File: config.mk
export PLATFORM = sky130hd
export DESIGN_NAME = new_usb_nonperiodic_listselect
export DESIGN_NICKNAME = d
export VERILOG_FILES = /design/src/rtl/new_usb_pkg.sv /design/src/rtl/new_usb_nonperiodic_listselect.sv
export SDC_FILE = /design/constraint.sdc
export NUM_CORES = 1
export LEC_CHECK = 0
export ABC_CLOCK_PERIOD_IN_PS = 1800
export CORE_MARGIN = 3
export CORE_UTILIZATION = 35
export DETAILED_ROUTE_END_ITERATION = 6
export HOLD_SLACK_MARGIN = 0.1
export PLACE_DENSITY = 0.84
export SYNTH_ARGS = -nofsm -noshare
export SYNTH_HDL_FRONTEND = slang
export SYNTH_SLANG_ARGS = --single-unit
File: constraint.sdc
create_clock -name clk_i -period 1.8 [get_ports clk_i]
set_input_delay 0.36 -clock clk_i [delete_from_list [all_inputs] [get_ports clk_i]]
set_output_delay 0.36 -clock clk_i [all_outputs]
set_load 0.005 [all_outputs]
File: src/rtl/new_usb_pkg.sv
// Shared types for the USB host nonperiodic scheduler: list selector and FSM states.
package new_usb_pkg;

  typedef enum logic {
    NP_CONTROL = 1'b0,
    NP_BULK    = 1'b1
  } new_usb_np_list_e;

  typedef enum logic [2:0] {
    NP_IDLE      = 3'd0,
    NP_PICK      = 3'd1,
    NP_ISSUE     = 3'd2,
    NP_WAIT_DONE = 3'd3,
    NP_EMPTY     = 3'd4
  } new_usb_np_state_e;

endpackage

File: src/rtl/new_usb_nonperiodic_listselect.sv
// Chooses control or bulk list per ED inside the nonperiodic window, enforcing the
// CBSR ratio through the external counter's overflow/threshold flags.
module new_usb_nonperiodic_listselect
  import new_usb_pkg::*;
#(
  parameter int WaitDoneTimeout = 0
) (
  input  logic       clk_i,
  input  logic       rst_i,
  input  logic       nonperiodic_window_i,
  input  logic       cle_i,
  input  logic       ble_i,
  input  logic       clf_i,
  input  logic       blf_i,
  input  logic       control_ed_null_i,
  input  logic       bulk_ed_null_i,
  input  logic       counter_overflown_i,
  input  logic       counter_is_threshold_i,
  output logic       req_valid_o,
  input  logic       req_ready_i,
  output logic       req_list_o,
  output logic       req_last_control_o,
  input  logic       ed_done_i,
  input  logic       ed_td_served_i,
  output logic       served_control_td_o,
  output logic       served_bulk_td_o,
  output logic       reload_control_head_o,
  output logic       reload_bulk_head_o,
  output logic       clear_clf_o,
  output logic       clear_blf_o,
  output logic       timeout_o,
  output logic [2:0] state_o
);

  localparam int CntW = (WaitDoneTimeout > 1) ? $clog2(WaitDoneTimeout) : 1;

  new_usb_np_state_e state_q, state_d;
  new_usb_np_list_e  list_q, list_d;
  logic              last_q, last_d;
  logic              served_c_q, served_b_q;
  logic [CntW-1:0]   to_cnt_q;
  logic              to_hit;
  logic              ctrl_ok, bulk_ok, ctrl_end, bulk_end;

  assign ctrl_ok  = cle_i & ~control_ed_null_i;
  assign bulk_ok  = ble_i & ~bulk_ed_null_i;
  assign ctrl_end = cle_i & control_ed_null_i & clf_i;
  assign bulk_end = ble_i & bulk_ed_null_i & blf_i;

  assign to_hit = (WaitDoneTimeout != 0) && (state_q == NP_WAIT_DONE) && !ed_done_i &&
                  (to_cnt_q == CntW'(WaitDoneTimeout - 1));

  // Request handshake: req_valid_o rises the cycle after PICK and stays high, with
  // req_list_o/req_last_control_o frozen, until the cycle where req_ready_i is also high.
  always_comb begin
    state_d               = state_q;
    list_d                = list_q;
    last_d                = last_q;
    reload_control_head_o = 1'b0;
    reload_bulk_head_o    = 1'b0;
    clear_clf_o           = 1'b0;
    clear_blf_o           = 1'b0;
    case (state_q)
      NP_IDLE: if (nonperiodic_window_i) state_d = NP_PICK;
      NP_PICK: begin
        if (!nonperiodic_window_i) begin
          state_d = NP_IDLE;
        end else if (ctrl_end) begin
          reload_control_head_o = 1'b1;
          clear_clf_o           = 1'b1;
        end else if (bulk_end) begin
          reload_bulk_head_o = 1'b1;
          clear_blf_o        = 1'b1;
        end else if (counter_overflown_i && bulk_ok) begin
          list_d  = NP_BULK;
          last_d  = 1'b0;
          state_d = NP_ISSUE;
        end else if (ctrl_ok) begin
          list_d  = NP_CONTROL;
          last_d  = counter_is_threshold_i;
          state_d = NP_ISSUE;
        end else if (bulk_ok) begin
          list_d  = NP_BULK;
          last_d  = 1'b0;
          state_d = NP_ISSUE;
        end else begin
          state_d = NP_EMPTY;
        end
      end
      NP_ISSUE: if (req_ready_i) state_d = NP_WAIT_DONE;
      NP_WAIT_DONE: begin
        if (ed_done_i) state_d = nonperiodic_window_i ? NP_PICK : NP_IDLE;
        else if (to_hit) state_d = NP_IDLE;
      end
      NP_EMPTY: begin
        if (!nonperiodic_window_i) state_d = NP_IDLE;
        else if ((cle_i && clf_i) || (ble_i && blf_i)) state_d = NP_PICK;
      end
      default: state_d = NP_IDLE;
    endcase
  end

  always_ff @(posedge clk_i or posedge rst_i) begin
    if (rst_i) begin
      state_q    <= NP_IDLE;
      list_q     <= NP_CONTROL;
      last_q     <= 1'b0;
      served_c_q <= 1'b0;
      served_b_q <= 1'b0;
      to_cnt_q   <= '0;
    end else begin
      state_q    <= state_d;
      list_q     <= list_d;
      last_q     <= last_d;
      served_c_q <= (state_q == NP_WAIT_DONE) && ed_done_i && ed_td_served_i &&
                    (list_q == NP_CONTROL);
      served_b_q <= (state_q == NP_WAIT_DONE) && ed_done_i && ed_td_served_i &&
                    (list_q == NP_BULK);
      if (WaitDoneTimeout != 0 && state_q == NP_WAIT_DONE && state_d == NP_WAIT_DONE)
        to_cnt_q <= to_cnt_q + CntW'(1);
      else
        to_cnt_q <= '0;
    end
  end

  assign req_valid_o         = (state_q == NP_ISSUE);
  assign req_list_o          = list_q;
  assign req_last_control_o  = last_q;
  assign served_control_td_o = served_c_q;
  assign served_bulk_td_o    = served_b_q;
  assign timeout_o           = to_hit;
  assign state_o             = state_q;

endmodule

==> flow_summary_export.csv <==
group,metric,value,unit
status,status,"finished, final reports clean",
cells_and_area,layout_common_cells,"19 x clkdlybuf4s50_1, 14 x buf_4, 7 x dfrtp_1, 4 x nand2_1, 4 x inv_1",
cells_and_area,diodes,0,
global_route,grt.total_usage,17.3,%
timing,final-setup-viol-count,0,
route,routed-via-count,498,
timing,final_max_slew_viol_count,0,
clock_tree,h-tree-depth,1,
worst_setup_path,crit_family,"simple AND/OR/NAND/NOR gates",
pwr,power,846,uW
clock_tree,cts_tree,"built",
timing,rsz0062_at_grt,"true",
worst_setup_path,rr_endpoint,"req_last_control_o",
worst_setup_path,cpPeakStageDelay,0.38,ns
logic_synthesis,ys_ff_latch,7,
die,core_area,1170,um^2
route,vias_per_cell,4.83,
logic_synthesis,synth_cells,50,
placed_design,portBuffers,25,
cells_and_area,final_common_cell,"clkdlybuf4s50_1",
timing,fin_crit_sh,98.1,%
route,drt_iter0_drc,5,
global_route,overflow,0,
route,wl_met1,552,um
pwr,vdd_ir_drop_max,708,uV
timing,tns,0,ns
route,top_layer,"met4",
worst_setup_path,start_kind,"flop",
worst_setup_path,r2r_setup_slack,0.21,ns
die,rows,12,
die,ios,27,
cells_and_area,fillCellCount,90,
global_route,grt_pass1_wl,2370,um
logic_synthesis,synth_fp_nets,64,
clock_tree,cts-hold-fix-buffers,0,
logic_synthesis,synth_cell_types,26,
timing,max_freq,566,MHz
route,wl_met3,111,um
route,route.detailed.wl_per_inst,14.0,um
worst_setup_path,crit_chain,"buf_4 > and4bb_1 > nand2_1 > nor2_2 > clkdlybuf4s15_1",
timing,finalHoldViolCount,0,
worst_setup_path,cp.required,1.44,ns
worst_setup_path,slowest_stage,"dfrtp_1",
clock_tree,clk_latency,0.25,ns
global_route,grt_pass1_vias,533,
die,die_w,42.2,um
worst_setup_path,crit_type,"flop to primary output",
cells_and_area,final_layout_size_suffix_gt1_share,29.2,%
worst_setup_path,worstPathArrival,1.41,ns
worst_setup_path,timing.rr.start,"state_o[2]",
pwr,powerDensity,1020,nW/um^2
pwr,cellLeakagePower,0.382,nW
worst_setup_path,r2r_cells,7,
worst_setup_path,cp.buffers_inverters,2,
clock_tree,cts_buffer_depth,2,
worst_setup_path,path_max_fanout,3,
route,dr.pass1.iters,4,
die,dieArea,1780,um^2
cells_and_area,final_cell_area,826,um^2
cells_and_area,nets,104,
global_route,grt_max_degree,8,
logic_synthesis,netlist_area,459,um^2
job,drv_cap,0,
route,wirelength,1440,um
route,met2_length,749,um
worst_setup_path,cp-end-kind,"primary output",
route,drcViolationCount,0,
timing,skew,0.00404,ns
placed_design,place_hpwl,1050,um
clock_tree,cts_root_buf,"clkbuf_4",
timing,finalCriticalPeriod,1.77,ns
logic_synthesis,synth_seq_area_share,38.1,%
placed_design,place_area,761,um^2
hold_path,min_path_type,"input port to async pin",
route,drtAntennaViolNets,0,
logic_synthesis,syn_avg_cell_area,9.18,um^2
clock_tree,clock_sinks,7,
cells_and_area,syn_to_final_growth,79.8,%
die,die_y,42.2,um
clock_tree,cts_inserted_buffers,3,
global_route,antenna_found_initial,0,
logic_synthesis,yosysWarnings,0,
clock_tree,path_clk_slew,0.05,ns
placed_design,finalWeightedCongestion,0.844,
die,start_util,39.2,%
[area by class of cell]
class,count,area (um^2),share of cell area [%]
Sequential cell,7,175,21.2
Multi-Input combinational cell,35,248,30.0
Clock inverter,1,5.00,0.606
Tap cell,14,17.5,2.12
Clock buffer,3,22.5,2.73
Timing Repair Buffer,39,343,41.5
Inverter,4,15.0,1.82
[worst reg2reg max path: cells and delay by family, from the launching register on]
kind | cells | cell delay, ns
simple gates | 3 | 0.60
mux | 1 | 0.19
flops | 1 | 0.38
buf+inv | 3 | 0.34
[state kept, by name, summed over array words and instances, names as in the netlist]
name and count:
served_control_td_o 1, state_o 3, served_bulk_td_o 1, req_list_o 1, req_last_control_o 1
[metrics by stage]
stage	hold slack, ns	instances	utilization, %	setup WS (ns)
4_1_cts	0.329	101	69.0	-0.0154
5_1_grt	0.342	103	70.5	-0.0511
3_3_place_gp	0.444	94	65.0	-0.307
6_report	0.334	103	70.5	0.0341
2_1_floorplan	0.163	50	-	0.427
3_5_place_dp	0.454	94	65.0	-0.436
[worst max-delay path by stage]
stage	from	cells past startpoint	to
finish	state_o[2]	5	clear_blf_o
floorplan	state_o[2]	4	reload_bulk_head_o
global route	state_o[2]	5	clear_blf_o
global placement	nonperiodic_window_i	5	clear_clf_o
CTS	state_o[2]	5	reload_bulk_head_o
detailed placement	nonperiodic_window_i	5	clear_clf_o
[logic make-up after synthesis]
logic type,synth area share [%]
AND/OR/NAND/NOR,30.8
AO/OA/AOI/OAI,13.1
buffers and inverters,10.6
flip-flops,38.1
multiplexers,6.54
other,0.817
[report_power, final]
part	internal (mW)	switching (mW)	leakage (nW)
clock network	0.0811	0.0583	0.0177
logic	0.283	0.175	0.276
registers	0.205	0.0432	0.0888
[layer usage]
| layer | vias up | GRT usage [%] |
|---|---|---|
| li1 | 246 | - |
| met1 | 223 | 18.2 |
| met2 | 25 | 29.5 |
| met3 | 4 | 5.15 |
| met4 | 0 | 11.2 |
| met5 | - | 0 |
[synth_stat cells, drive strengths merged]
master | instances | area share [%]
nor2 | 5 | 4.1
nor2b | 4 | 7.1
nand4 | 1 | 1.4
dfrtp | 7 | 38
nand2b | 3 | 4.1
a211oi | 1 | 1.6
a221oi | 1 | 1.9
a22o | 1 | 1.9
and2b | 1 | 1.9
mux2i | 3 | 6.5
o22ai | 1 | 1.4
nand3b | 1 | 1.6
conb | 1 | 0.82
a32o | 1 | 2.2
and4bb | 1 | 2.7
nand3 | 2 | 3.3
a311oi | 1 | 1.9
o21ai | 1 | 1.1
nand2 | 4 | 3.3
inv | 4 | 3.3
a21oi | 1 | 1.1
buf | 4 | 7.4
and3 | 1 | 1.4
[repair_timing]
item | in CTS | in global routing
setup endpoints to repair | 5 | 4
setup buffers | 3 | 2
pin swaps | 2 | 2
gates resized for setup | 8 | 8
(Power assumes the default switching activity.)
